===== src/rtl/ddr_scrub_pkg.sv =====
// Shared types and AXI constants for the DDR scrub writer.
package ddr_scrub_pkg;

  typedef enum logic [1:0] {
    IDLE  = 2'd0,
    RUN   = 2'd1,
    DRAIN = 2'd2
  } scrb_state_t;

  localparam int unsigned AXI_BEAT_BYTES = 64;
  localparam logic [2:0]  AXI_SIZE_64B   = 3'b110;

endpackage


===== src/rtl/ddr_scrub_wbeat.sv =====
// W-channel beat generator: emits one burst per issued AW, never ahead of it.
module ddr_scrub_wbeat #(
  parameter int unsigned BURST_LEN_MINUS1 = 15
) (
  input  logic        clk_i,
  input  logic        rst_i,
  input  logic        clr_i,
  input  logic [31:0] aw_issued_d_i,
  input  logic        wready_i,
  output logic        wvalid_o,
  output logic        wlast_o,
  output logic [31:0] w_bursts_o
);

  localparam logic [7:0] LAST_BEAT = 8'(BURST_LEN_MINUS1);

  logic [7:0]  beat_q, beat_d;
  logic [31:0] bursts_q, bursts_d;
  logic        wvalid_q, wvalid_d;
  logic        wlast_q, wlast_d;

  always_comb begin
    beat_d   = beat_q;
    bursts_d = bursts_q;
    if (clr_i) begin
      beat_d   = '0;
      bursts_d = '0;
    end else if (wvalid_q && wready_i) begin
      if (wlast_q) begin
        beat_d   = '0;
        bursts_d = bursts_q + 32'd1;
      end else begin
        beat_d = beat_q + 8'd1;
      end
    end
  end

  // Looking at the next-cycle AW count lets W start the cycle after its AW handshake.
  always_comb begin
    wvalid_d = (bursts_d < aw_issued_d_i);
    wlast_d  = wvalid_d && (beat_d == LAST_BEAT);
  end

  always_ff @(posedge clk_i) begin
    if (rst_i) begin
      beat_q   <= '0;
      bursts_q <= '0;
      wvalid_q <= 1'b0;
      wlast_q  <= 1'b0;
    end else begin
      beat_q   <= beat_d;
      bursts_q <= bursts_d;
      wvalid_q <= wvalid_d;
      wlast_q  <= wlast_d;
    end
  end

  assign wvalid_o   = wvalid_q;
  assign wlast_o    = wlast_q;
  assign w_bursts_o = bursts_q;

endmodule


===== src/rtl/ddr_scrub_wr.sv =====
// AXI4 write-only master that fills [0, MAX_ADDR] with a repeated 32-bit pattern.
// IDLE: waiting for start | RUN: issuing AW/W | DRAIN: all W sent, collecting B
module ddr_scrub_wr
  import ddr_scrub_pkg::*;
#(
  parameter logic [63:0] MAX_ADDR         = 64'h3_FFFF_FFFF,
  parameter int unsigned BURST_LEN_MINUS1 = 15,
  parameter int unsigned MAX_OUTSTANDING  = 8
) (
  input  logic         clk_main_a0,
  input  logic         rst_main_sync,
  input  logic         start,
  input  logic [31:0]  pattern,
  output logic         busy,
  output logic         done,
  output logic         err,
  output logic [63:0]  cur_addr,
  output logic [15:0]  awid,
  output logic [63:0]  awaddr,
  output logic [7:0]   awlen,
  output logic [2:0]   awsize,
  output logic         awvalid,
  input  logic         awready,
  output logic [511:0] wdata,
  output logic [63:0]  wstrb,
  output logic         wlast,
  output logic         wvalid,
  input  logic         wready,
  input  logic [15:0]  bid,
  input  logic [1:0]   bresp,
  input  logic         bvalid,
  output logic         bready
);

  localparam logic [63:0] BURST_BYTES = 64'((BURST_LEN_MINUS1 + 1) * AXI_BEAT_BYTES);
  localparam logic [31:0] TOTAL       = 32'((MAX_ADDR + 64'd1) / BURST_BYTES);
  localparam logic [31:0] MAX_OUT     = 32'(MAX_OUTSTANDING);

  scrb_state_t state_q, state_d;
  logic [31:0] aw_q, aw_d;
  logic [31:0] b_q, b_d;
  logic [63:0] cur_addr_q, cur_addr_d;
  logic [31:0] pattern_q, pattern_d;
  logic [63:0] wstrb_q, wstrb_d;
  logic        err_q, err_d;
  logic        done_q, done_d;
  logic        busy_q, busy_d;
  logic        awvalid_q, awvalid_d;
  logic        start_acc, aw_hs, b_hs;
  logic [31:0] w_bursts;
  logic        bid_unused;

  assign bid_unused = ^bid;

  // A start landing on the done cycle is dropped so each accepted start yields one done.
  always_comb begin
    start_acc  = (state_q == IDLE) && start && !done_q;
    aw_hs      = awvalid_q && awready;
    b_hs       = bvalid && busy_q;
    state_d    = state_q;
    aw_d       = aw_q;
    b_d        = b_q;
    cur_addr_d = cur_addr_q;
    pattern_d  = pattern_q;
    wstrb_d    = wstrb_q;
    err_d      = err_q;
    done_d     = 1'b0;

    if (start_acc) begin
      state_d    = RUN;
      aw_d       = '0;
      b_d        = '0;
      cur_addr_d = '0;
      err_d      = 1'b0;
      pattern_d  = pattern;
      wstrb_d    = '1;
    end else begin
      if (aw_hs) begin
        aw_d       = aw_q + 32'd1;
        cur_addr_d = cur_addr_q + BURST_BYTES;
      end
      if (b_hs) begin
        b_d = b_q + 32'd1;
        if (bresp != 2'b00) err_d = 1'b1;
      end
      case (state_q)
        RUN: begin
          if (b_d == TOTAL) begin
            state_d = IDLE;
            done_d  = 1'b1;
          end else if ((aw_q == TOTAL) && (w_bursts == TOTAL)) begin
            state_d = DRAIN;
          end
        end
        DRAIN: begin
          if (b_d == TOTAL) begin
            state_d = IDLE;
            done_d  = 1'b1;
          end
        end
        default: ;
      endcase
    end

    busy_d    = (state_d != IDLE);
    awvalid_d = (state_d == RUN) && (aw_d < TOTAL) && ((aw_d - b_d) < MAX_OUT);
  end

  always_ff @(posedge clk_main_a0) begin
    if (rst_main_sync) begin
      state_q    <= IDLE;
      aw_q       <= '0;
      b_q        <= '0;
      cur_addr_q <= '0;
      pattern_q  <= '0;
      wstrb_q    <= '0;
      err_q      <= 1'b0;
      done_q     <= 1'b0;
      busy_q     <= 1'b0;
      awvalid_q  <= 1'b0;
    end else begin
      state_q    <= state_d;
      aw_q       <= aw_d;
      b_q        <= b_d;
      cur_addr_q <= cur_addr_d;
      pattern_q  <= pattern_d;
      wstrb_q    <= wstrb_d;
      err_q      <= err_d;
      done_q     <= done_d;
      busy_q     <= busy_d;
      awvalid_q  <= awvalid_d;
    end
  end

  ddr_scrub_wbeat #(
    .BURST_LEN_MINUS1 (BURST_LEN_MINUS1)
  ) u_wbeat (
    .clk_i         (clk_main_a0),
    .rst_i         (rst_main_sync),
    .clr_i         (start_acc),
    .aw_issued_d_i (aw_d),
    .wready_i      (wready),
    .wvalid_o      (wvalid),
    .wlast_o       (wlast),
    .w_bursts_o    (w_bursts)
  );

  assign busy     = busy_q;
  assign done     = done_q;
  assign err      = err_q;
  assign cur_addr = cur_addr_q;
  assign awid     = '0;
  assign awaddr   = cur_addr_q;
  assign awlen    = 8'(BURST_LEN_MINUS1);
  assign awsize   = AXI_SIZE_64B;
  assign awvalid  = awvalid_q;
  assign wdata    = {(AXI_BEAT_BYTES / 4){pattern_q}};
  assign wstrb    = wstrb_q;
  assign bready   = busy_q;

endmodule


===== config.mk =====
export PLATFORM = sky130hd
export DESIGN_NAME = ddr_scrub_wr
export DESIGN_NICKNAME = d
export VERILOG_FILES = /design/src/rtl/ddr_scrub_pkg.sv /design/src/rtl/ddr_scrub_wbeat.sv /design/src/rtl/ddr_scrub_wr.sv
export SDC_FILE = /design/constraint.sdc
export NUM_CORES = 1
export LEC_CHECK = 0
export CAP_MARGIN = 20
export CORE_AREA = 2 2 306 308
export DETAILED_ROUTE_END_ITERATION = 7
export DIE_AREA = 0 0 308 310
export GPL_TIMING_DRIVEN = 0
export SLEW_MARGIN = 0
export SYNTH_ARGS = -nofsm -noshare
export SYNTH_HDL_FRONTEND = slang
export SYNTH_HIERARCHICAL = 1
export SYNTH_SLANG_ARGS = --single-unit

===== constraint.sdc =====
create_clock -name clk_main_a0 -period 14 [get_ports clk_main_a0]
set_input_delay 4.2 -clock clk_main_a0 [delete_from_list [all_inputs] [get_ports clk_main_a0]]
set_output_delay 4.2 -clock clk_main_a0 [all_outputs]
set_load 0.005 [all_outputs]

==> flow_summary.ini <==
[outcome]
outcome = complete, no violations

[worst_setup_path]
crit_chain = clkdlybuf4s50_1 > nand3b_1 > inv_1 > clkbuf_1 > clkbuf_1 > buf_8 > clkbuf_1 > nor2_1 > ha_1 > clkbuf_1 > a21oi_1 > o21a_1 > nor2_1 > or4_1 > nor4_1 > nand4_1 > nor4_1 > nand4_1 > nor4_2
cp.arrival_ps = 9990
path_buf_inv = 7
critPathMaxStageDelay_ps = 710
cpMostUsedCell = clkbuf_1
critPathMaxFanout = 15
crit_slowest_cell = clkbuf_1
cp_top_family = buffers and inverters
critPathRequiredTime_ps = 14360
start_kind = input pin
cp-end-kind = register
crit_type = in -> reg

[placed_design]
dpl.cell_count = 4228
place_area_um2 = 26330
io_buffers = 730
hpwl_mm = 53.38
pre_cts_ws_ps = 3899
gp_congestion = 0.8667

[global_routing]
track_usage_pct = 12.97
grt_pass1_vias = 15570
grtUsageMet1_pct = 15.41
antenna_found_initial = 2
grtUsageMet3_pct = 3.010
met2_usage_pct = 23.19
overflow = 0
grt_pass1_wl_mm = 94.47
grt.busiest_layer = met2
grt_max_degree = 47

[cells_and_area]
layout_common_cells = clkdlybuf4s50_1, buf_4, nor2_1
final_area_um2 = 27040
fin_util_pct = 29.24
area_delta_synth_final_pct = 56.41
final_common_cell = clkdlybuf4s50_1
layout.nets = 3179
n_fill_cell = 9958
finalNonFillerCells = 4264
drive_above_1_share_pct = 24.07

[detailed_routing]
post_drt_wl_per_cell_um = 15.27
finalWirelength_mm = 65.13
vias = 16800
drc = 0
ant_nets = 0
first_pass_iters = 5
drtIter0Drc = 917
vias_per_cell = 3.940

[clock_network]
numClockSinks = 199
cts-root-buf = clkbuf_16
post_cts_buffers = 0
ctsHoldBuffers = 0
htreeDepth = 4
cts_max_path_buffers = 2
post_cts_resized = 0
insertion_delay_ps = 500
clkTransAtPathRegs_ps = 90
numCtsBuffers = 17
cts_tree = yes

[hold_path]
hp-class = reg -> reg

[synthesis]
synth_top_flop_cell = dfxtp_1
synthArstFlopShare_pct = 0
netlist_area_um2 = 17290
synth_cell_types = 83
synth.yosys.seq_area_share_pct = 23.04
synth_edf_count = 0
syn_avg_cell_area_um2 = 7.674
synthCells = 2253
yosysWarnings = 6
synth_seq_cells = 199

[sta]
final_min_period_over_clock_period_pct = 68.83
rsz0062_at_grt = false
finalClockSkew_ps = 21.53
fin_tns_setup_ps = 0
slew_headroom_pct = 28.21
final-hold-violation-count = 0
fin_ws_ps = 4364
finalSetupViolations = 0
period_minus_slack_ps = 9636
worst_pin_slew_ps = 1063
report.final.slew_viol_count = 0
whs_ps = 469.4
fmax_ghz = 0.1038

[floorplan]
io_pins = 794
rows = 112
die_x_um = 308
die_h_um = 310
die_area_um2 = 95480
initial_core_util_pct = 18.69
core-area_um2 = 92490

[power]
combinationalPowerShare_pct = 36.6
p_seq_share_pct = 33.2
clkPwrFrac_pct = 30.2
leakagePower_nw = 11.43
p_int_mw = 1.303
power_mw = 1.903
p_switching_mw = 0.6003
ir_drop_mv = 0.08886
powerDensity_nw_per_um2 = 70.37
switching_share_pct = 31.55

[job]
maxCapViolations = 0
==> path summary, 6_finish.rpt <==
path / from / to / slack [ps] / depth (start not counted)
worst min register to register: err / err / 470 / 2
worst min-delay path: err / err / 470 / 2
worst max-delay path: start / awvalid / 4360 / 19
worst max register to register: state_q[0] / awvalid / 7950 / 20
==> sequential cells by signal, indices dropped and copies added (netlist names), 2 cells and up <==
register / cells
aw_q: 32
awaddr: 54
b_q: 32
pattern_q: 32
state_q: 2
u_wbeat/beat_q: 8
u_wbeat/w_bursts_o: 32
==> layout make-up <==
type	count	area (um^2)	share of cell area, %
multi-input combinational	1318	8095	29.94
timing repair buffer	736	7427	27.46
buffer	721	5154	19.06
sequential	199	3985	14.74
tap	1197	1498	5.538
clock buffer	17	425.4	1.573
clock inverter	15	230.2	0.8513
inverter	60	225.2	0.8328
antenna	1	2.502	0.009254
==> per-layer routing <==
| metal | vias to the layer above | wire length [um] |
|---|---|---|
| li1 | 8478 | - |
| met1 | 7623 | 26960 |
| met2 | 641 | 32470 |
| met3 | 58 | 4341 |
| met4 | 2 | 1345 |
| met5 | - | 13 |
==> cells by family after synthesis <==
kind of cell	share of synthesized area, %
fa+ha+maj	5.066
mux	0.7165
other cells	0.04344
flops	23.04
compound gates	8.265
xor+xnor	8.192
buf+inv	31.11
simple gates	23.56
==> Yosys cell counts (7+ instances only) <==
library cell	number	area share, %
dfxtp_1	199	23
mux2i_1	9	0.52
and4_1	14	0.71
inv_1	60	1.3
nand4_1	61	2.2
nand2_1	179	3.9
buf_1	8	0.17
buf_2	9	0.26
nand2b_1	10	0.36
clkbuf_1	55	1.2
nand3_1	82	2.4
nor3_1	51	1.5
a21oi_1	93	2.7
or4_1	8	0.35
or3_1	17	0.62
nor2_1	218	4.7
xnor2_1	61	3.1
nor4_1	23	0.83
a21o_1	11	0.48
xor2_1	97	4.9
a31oi_1	8	0.29
and3_1	47	1.7
o21ai_0	32	0.93
ha_1	70	5.1
and2_1	43	1.6
o211ai_1	7	0.30
buf_4	649	28
==> power by group through the flow <==
| stage | Combinational [mW] | Sequential [mW] | Clock, mW |
|---|---|---|---|
| detailed placement | 0.699 | 0.653 | 0 |
| CTS | 0.700 | 0.640 | 0.597 |
| global route | 0.749 | 0.639 | 0.617 |
| finish | 0.697 | 0.631 | 0.575 |
| floorplan | 0.316 | 0.624 | 0 |
| global placement | 0.692 | 0.659 | 0 |
==> tightest hold or removal path, delay by kind of cell, from the launching register on <==
family | cells | cell delay (ps)
AO/OA/AOI/OAI | 1 | 50
buffers and inverters | 1 | 50
flip-flops | 1 | 330
No activity file was read; power rests on OpenSTA's default activity.
